## src/rtl/conv1d_stream_feeder.sv

```systemverilog
// Producer for the FP16 1-D systolic convolution array: loads filter taps from SRAM,
// pulses the array reset, streams one input row into the A input, then flushes with zeros.
module conv1d_stream_feeder #(
  parameter int unsigned DATA_WIDTH   = 16,
  parameter int unsigned ADDR_WIDTH   = 10,
  parameter int unsigned MAX_TAPS     = 5,
  parameter int unsigned DRAIN_CYCLES = 5
) (
  input  logic                  clk,
  input  logic                  reset,
  input  logic                  start,
  input  logic [2:0]            filter_size,
  input  logic [2:0]            stride,
  input  logic [ADDR_WIDTH-1:0] row_len,
  input  logic [ADDR_WIDTH-1:0] row_base,
  input  logic [ADDR_WIDTH-1:0] w_base,
  output logic                  mem_rd_en,
  output logic [ADDR_WIDTH-1:0] mem_rd_addr,
  input  logic [DATA_WIDTH-1:0] mem_rd_data,
  output logic [DATA_WIDTH-1:0] current_a,
  output logic                  a_valid,
  output logic [DATA_WIDTH-1:0] current_b1,
  output logic [DATA_WIDTH-1:0] current_b2,
  output logic [DATA_WIDTH-1:0] current_b3,
  output logic [DATA_WIDTH-1:0] current_b4,
  output logic [DATA_WIDTH-1:0] current_b5,
  output logic                  array_rst_n,
  output logic                  busy,
  output logic                  done,
  output logic                  cfg_err,
  output logic [ADDR_WIDTH-1:0] out_count
);

  typedef enum logic [2:0] {
    S_IDLE, S_LOAD_W, S_ARR_RST, S_STREAM, S_DRAIN, S_FIN
  } state_t;

  state_t                  r_state, w_nxt_state;
  logic [ADDR_WIDTH-1:0]   r_cnt, w_nxt_cnt, w_cnt_inc;
  logic [ADDR_WIDTH-1:0]   r_row_len, r_row_base, r_w_base;
  logic [2:0]              r_fs;
  logic                    r_rd_en, w_nxt_rd_en;
  logic [ADDR_WIDTH-1:0]   r_rd_addr, w_nxt_rd_addr;
  logic                    r_wcap_en, r_ra_en;
  logic [2:0]              r_wcap_idx;
  logic [DATA_WIDTH-1:0]   r_tap [MAX_TAPS];
  logic [DATA_WIDTH-1:0]   r_cur_a;
  logic                    r_a_valid, r_arr_rst_n, r_busy, r_done, r_cfg_err;
  logic [ADDR_WIDTH-1:0]   r_out_count;
  logic                    w_legal, w_accept, w_reject;
  logic [ADDR_WIDTH-1:0]   w_span, w_div, w_out_count;

  // Command legality and window count, evaluated against the raw inputs in IDLE
  assign w_legal = (filter_size != 3'd0) && (filter_size <= 3'(MAX_TAPS)) &&
                   (stride != 3'd0) && (stride <= filter_size) &&
                   (row_len >= ADDR_WIDTH'(filter_size));
  assign w_accept    = (r_state == S_IDLE) && start && w_legal;
  assign w_reject    = (r_state == S_IDLE) && start && !w_legal;
  assign w_span      = row_len - ADDR_WIDTH'(filter_size);
  assign w_div       = (stride == 3'd0) ? ADDR_WIDTH'(1) : ADDR_WIDTH'(stride);
  assign w_out_count = (w_span / w_div) + ADDR_WIDTH'(1);
  assign w_cnt_inc   = r_cnt + ADDR_WIDTH'(1);

  always_ff @(posedge clk or negedge reset) begin
    if (!reset) r_state <= S_IDLE;
    else        r_state <= w_nxt_state;
  end

  // Next state plus the read issue for the coming cycle, so mem_rd_en is a plain register
  always_comb begin
    w_nxt_state   = r_state;
    w_nxt_cnt     = r_cnt;
    w_nxt_rd_en   = 1'b0;
    w_nxt_rd_addr = r_rd_addr;
    case (r_state)
      S_IDLE: begin
        if (w_accept) begin
          w_nxt_state   = S_LOAD_W;
          w_nxt_cnt     = '0;
          w_nxt_rd_en   = 1'b1;
          w_nxt_rd_addr = w_base;
        end
      end
      S_LOAD_W: begin
        if (r_cnt == ADDR_WIDTH'(r_fs)) begin
          w_nxt_state = S_ARR_RST;
          w_nxt_cnt   = '0;
        end else begin
          w_nxt_cnt = w_cnt_inc;
          if (w_cnt_inc < ADDR_WIDTH'(r_fs)) begin
            w_nxt_rd_en   = 1'b1;
            w_nxt_rd_addr = r_w_base + w_cnt_inc;
          end
        end
      end
      S_ARR_RST: begin
        w_nxt_state   = S_STREAM;
        w_nxt_cnt     = '0;
        w_nxt_rd_en   = 1'b1;
        w_nxt_rd_addr = r_row_base;
      end
      S_STREAM: begin
        if (r_cnt == r_row_len - ADDR_WIDTH'(1)) begin
          w_nxt_state = S_DRAIN;
          w_nxt_cnt   = '0;
        end else begin
          w_nxt_cnt     = w_cnt_inc;
          w_nxt_rd_en   = 1'b1;
          w_nxt_rd_addr = r_row_base + w_cnt_inc;
        end
      end
      S_DRAIN: begin
        if (r_cnt == ADDR_WIDTH'(DRAIN_CYCLES - 1)) begin
          w_nxt_state = S_FIN;
          w_nxt_cnt   = '0;
        end else begin
          w_nxt_cnt = w_cnt_inc;
        end
      end
      S_FIN:   w_nxt_state = S_IDLE;
      default: w_nxt_state = S_IDLE;
    endcase
  end

  always_ff @(posedge clk or negedge reset) begin
    if (!reset) begin
      r_cnt       <= '0;
      r_row_len   <= '0;
      r_row_base  <= '0;
      r_w_base    <= '0;
      r_fs        <= '0;
      r_rd_en     <= 1'b0;
      r_rd_addr   <= '0;
      r_wcap_en   <= 1'b0;
      r_wcap_idx  <= '0;
      r_ra_en     <= 1'b0;
      r_cur_a     <= '0;
      r_a_valid   <= 1'b0;
      r_arr_rst_n <= 1'b1;
      r_busy      <= 1'b0;
      r_done      <= 1'b0;
      r_cfg_err   <= 1'b0;
      r_out_count <= '0;
      for (int unsigned k = 0; k < MAX_TAPS; k++) r_tap[k] <= '0;
    end else begin
      r_cnt       <= w_nxt_cnt;
      r_rd_en     <= w_nxt_rd_en;
      r_rd_addr   <= w_nxt_rd_addr;
      r_arr_rst_n <= (w_nxt_state != S_ARR_RST);
      r_busy      <= (w_nxt_state != S_IDLE);
      r_done      <= (w_nxt_state == S_FIN);
      r_cfg_err   <= w_reject;
      if (w_accept) begin
        r_row_len   <= row_len;
        r_row_base  <= row_base;
        r_w_base    <= w_base;
        r_fs        <= filter_size;
        r_out_count <= w_out_count;
      end
      // Data returns one cycle after issue: mark which reads feed taps and which feed A
      r_wcap_en  <= r_rd_en && (r_state == S_LOAD_W);
      r_wcap_idx <= r_cnt[2:0];
      r_ra_en    <= r_rd_en && (r_state == S_STREAM);
      r_cur_a    <= r_ra_en ? mem_rd_data : '0;
      r_a_valid  <= r_ra_en;
      for (int unsigned k = 0; k < MAX_TAPS; k++) begin
        if (w_accept && (3'(k) >= filter_size)) r_tap[k] <= '0;
        else if (r_wcap_en && (r_wcap_idx == 3'(k))) r_tap[k] <= mem_rd_data;
      end
    end
  end

  assign mem_rd_en   = r_rd_en;
  assign mem_rd_addr = r_rd_addr;
  assign current_a   = r_cur_a;
  assign a_valid     = r_a_valid;
  assign current_b1  = r_tap[0];
  assign current_b2  = r_tap[1];
  assign current_b3  = r_tap[2];
  assign current_b4  = r_tap[3];
  assign current_b5  = r_tap[4];
  assign array_rst_n = r_arr_rst_n;
  assign busy        = r_busy;
  assign done        = r_done;
  assign cfg_err     = r_cfg_err;
  assign out_count   = r_out_count;

endmodule
```

## config.mk

```make
export PLATFORM = sky130hd
export DESIGN_NAME = conv1d_stream_feeder
export DESIGN_NICKNAME = d
export VERILOG_FILES = /design/src/rtl/conv1d_stream_feeder.sv
export SDC_FILE = /design/constraint.sdc
export NUM_CORES = 1
export LEC_CHECK = 0
export CORE_MARGIN = 2
export CORE_UTILIZATION = 37
export DETAILED_ROUTE_END_ITERATION = 12
export GPL_ROUTABILITY_DRIVEN = 0
export HOLD_SLACK_MARGIN = 0.05
export PLACE_DENSITY_LB_ADDON = 0.1
export SYNTH_ARGS = -nofsm -noshare
export SYNTH_HDL_FRONTEND = slang
export SYNTH_SLANG_ARGS = --single-unit
```

## constraint.sdc

```tcl
create_clock -name clk -period 10.83 [get_ports clk]
set_clock_uncertainty 0.05 [all_clocks]
set_input_delay 1.6245 -clock clk [delete_from_list [all_inputs] [get_ports clk]]
set_output_delay 1.6245 -clock clk [all_outputs]
set_load 0.05 [all_outputs]
```

==> summary.md <==
| Metric | Value |
|---|---|
| Outcome | `finished, violations left` |
| Violated checks | `setup timing` |
| Setup slack after layout | `-4035 ps` |
| Top cell type's share of synthesized area | `42.94%` |
| CP dominant cell by count | `buf_4` |
| Launching point of the worst reg2reg path | `r_state[0]` |
| Highest-delay cell along the critical path | `or3_4` |
| Top-count cell post-synth | `nand2_1` |
| CTS Buf Count | `17` |
| Final hold violation count | `0` |
| Layout cell share with drive strength beyond 1 | `around 30%` |
| Synth Area in Compound Gates | `about 14%` |
| Multiplexer share of the synthesized area | `under 10%` |
| Initial DRC Count | `483` |
| Syn_area_per_cell | `roughly 9.5 µm²` |
| Root buf cell | `clkbuf_16` |
| Area delta synth->final | `49.30%` |
| Crit share post-route | `137.3%` |
| EDFF count, synth | `0` |
| Depth of the worst register-to-register path | `15` |
| Main combinational cell family by area after synthesis | `simple AND/OR/NAND/NOR gates` |
| Min-delay src | `mem_rd_addr[0]` |
| Clock transition at path regs | `70 ps` |
| # DRC | `0` |
| Top post-synthesis cells by area | `dfrtp_1 (43%), mux2_2 (7.6%), nand2_1 (7.0%)` |
| DR WL met2 | `14.13 mm` |
| Endpoints failing setup | `10` |
| Synth warnings | `0` |
| Post-Syn Instances | `1054` |
| Worst Hold Class | `reg2reg` |
| Setup TNS | `-39640 ps` |
| Yosys cell types | `between 70 and 80` |
| WL met1 | `approximately 15 mm` |
| Hold endpoint | `mem_rd_addr[0]` |
| GRT Util Overall | `between 20% and 30%` |
| Nets@finish | `approximately 1600` |
| Required time worst endpoint | `between 10000 and 15000 ps` |
| Post-synth top cells | `nand2_1 (187), dfrtp_1 (172), a21oi_1 (101)` |
| Post-synthesis xor/xnor area fraction | `between 5 and 6%` |
| Post-synth ARST share | `100.0%` |
| Slew margin rel. | `21.77%` |
| Clock sinks | `around 170` |
| Flop-to-flop setup slack | `6720 ps` |
| Post-synth top area cell | `dfrtp_1` |
| Vias/cell | `about 5.0` |
| Initial antenna violation count | `0` |
| Reg2reg end | `mem_rd_addr[9]` |
| Post-Synth Simple-Gate Area | `between 10% and 20%` |
| Worst-path fanout max | `4` |
| Synthesized cell area | `about 10000 µm²` |
| CTS Buffer Depth | `2` |
| Drt pass-1 iters | `5` |
| Hold Crit Depth | `2` |
| Maxcap violations | `0` |
| Peak Freq | `about 0.067 GHz` |
| RSZ-0062 raised after global routing | `true` |
| Final WL | `30.82 mm` |
| WL/cell | `between 15 and 20 µm` |
| GR Overflow Total | `0` |
| Post-route ant nets | `0` |
| CP Launch Type | `primary input` |
| Vias | `9111` |
| First-pass GRT wire length | `roughly 49 mm` |
| CTS tree | `yes` |
| Max layer used | `met4` |
| Tmin final | `14870 ps` |
| Die Area | `about 28000 µm²` |
| Number of port buffers | `176` |
| Die H | `approximately 170 µm` |
| Syn nets | `~1200` |
| I/O Pins | `~180` |
| Vias in the first global route | `~9000` |
| CP max stage delay | `~400 ps` |
| HPWL after detailed placement | `around 22 mm` |
| Htree depth | `4` |
| WP data arrival | `approximately 15000 ps` |
| CTS Hold Buffers Added | `0` |
| Synth Flop Type | `dfrtp_1` |
| Chip width | `168.6 µm` |
| Worst slew pin tran | `1165 ps` |
| Core box area | `26800 µm²` |
| Clk_lat worst skew | `440 ps` |
| Metal3 WL | `~1.3 mm` |
| Post-synthesis sequential area ratio | `between 40% and 50%` |
| Kind of critical path | `in2reg` |
| Adder-cell share of the synthesized area | `under 10%` |
| Number of core rows | `60` |
| Largest net degree at the start of global routing | `105` |
| Initial Utilization | `between 30% and 40%` |
| Diode count | `0` |
| Max-slew violations | `0` |
| Synthesis-stage register bit count | `around 170` |
| Nature of the critical path endpoint | `flip-flop` |
==> layer usage <==
| metal | track usage [%] | vias to the layer above |
|---|---|---|
| met5 | 0 | - |
| met4 | 5.285 | 0 |
| met3 | 3.951 | 36 |
| met2 | 34.53 | 250 |
| met1 | 30.69 | 4348 |
| li1 | - | 4477 |
==> per-stage QoR <==
step / setup slack (ps) / instance area, µm² / utilization [%] / instances / hold WS (ps)
2_1_floorplan: -4533 / 10220 / - / 1054 / 301.9
3_3_place_gp: -4625 / 13430 / 50.10 / 1686 / 423.5
3_5_place_dp: -5127 / 13430 / 50.10 / 1686 / 426.3
4_1_cts: -4002 / 14670 / 54.73 / 1794 / 444.0
5_1_grt: -4685 / 14960 / 55.84 / 1811 / 466.5
6_report: -4035 / 14960 / 55.84 / 1811 / 443.4
==> kinds of logic after synthesis <==
family	after synthesis
adders and majority gates	52
xor gates and xnor gates	58
buffers and inverters	80
muxes	80
AOI/OAI and AO/OA	223
and+or+nand+nor	388
DFF	173
==> how the worst max path moves through the flow <==
| stage | to | start | depth (start not counted) | slack, ps |
|---|---|---|---|---|
| finish | out_count[6] | filter_size[2] | 87 | -4040 |
| floorplan | out_count[2] | filter_size[2] | 79 | -4530 |
| CTS | out_count[2] | filter_size[2] | 80 | -4000 |
| detailed placement | out_count[2] | filter_size[2] | 78 | -5130 |
| global route | out_count[9] | filter_size[2] | 78 | -4690 |
| global placement | out_count[2] | filter_size[2] | 77 | -4620 |
==> flip-flops by register name (all words and copies together) (netlist names), 3 cells and up <==
signal	count
current_a	16
current_b1	16
current_b2	16
current_b3	16
current_b4	16
current_b5	16
mem_rd_addr	10
out_count	10
r_cnt	10
r_row_base	10
r_row_len	10
r_w_base	10
r_fs	3
r_state	3
r_wcap_idx	3
==> layout by cell type, fill, tap and decap left out, types with 5 or more instances in the layout <==
cell / n
clkinv_8: 5
o221ai_1: 6
mux2i_1: 7
nand2_1: 184
xnor2_1: 35
xor2_1: 20
ha_4: 9
nand2b_1: 16
nand4_1: 9
o21a_1: 14
nor2b_1: 19
a21oi_1: 93
clkdlybuf4s50_1: 167
a21o_1: 9
nor3_1: 20
dlygate4sd2_1: 5
nor2_1: 41
mux2_2: 62
ha_1: 41
buf_4: 246
o21ai_2: 8
o21ai_0: 27
mux2_4: 9
o22a_1: 5
nor2_2: 5
buf_6: 7
and3_1: 5
nand3b_1: 7
dfrtp_1: 172
clkbuf_16: 17
inv_1: 34
a21oi_2: 7
and2_1: 21
nand3_1: 14
==> what timing repair did <==
item                       in CTS  in global routing
gates resized for setup        38                 34
buffers inserted               76                 19
pin swaps                      58                 63
setup endpoints to repair      10                 10
cloned                          0                  0
==> cell type report <==
cell class	instances	area, µm²
fill	2401	11840
clock inverter	15	171.4
inverter	37	151.4
multi-input combinational	801	5788
tap	341	426.7
timing repair buffer	427	3671
sequential	173	4330
clock buffer	17	425.4
==> critical path: cells and delay by family <==
family	cells	cell delay [ps]
buf+inv	27	3180
simple gates	24	3090
compound gates	19	3050
fa+ha+maj	10	2400
mux	5	1450
xor+xnor	2	280
Power is left out: the tool's default activity adds up to more than one toggle a clock period on the data nets, which glitch-free logic cannot reach.
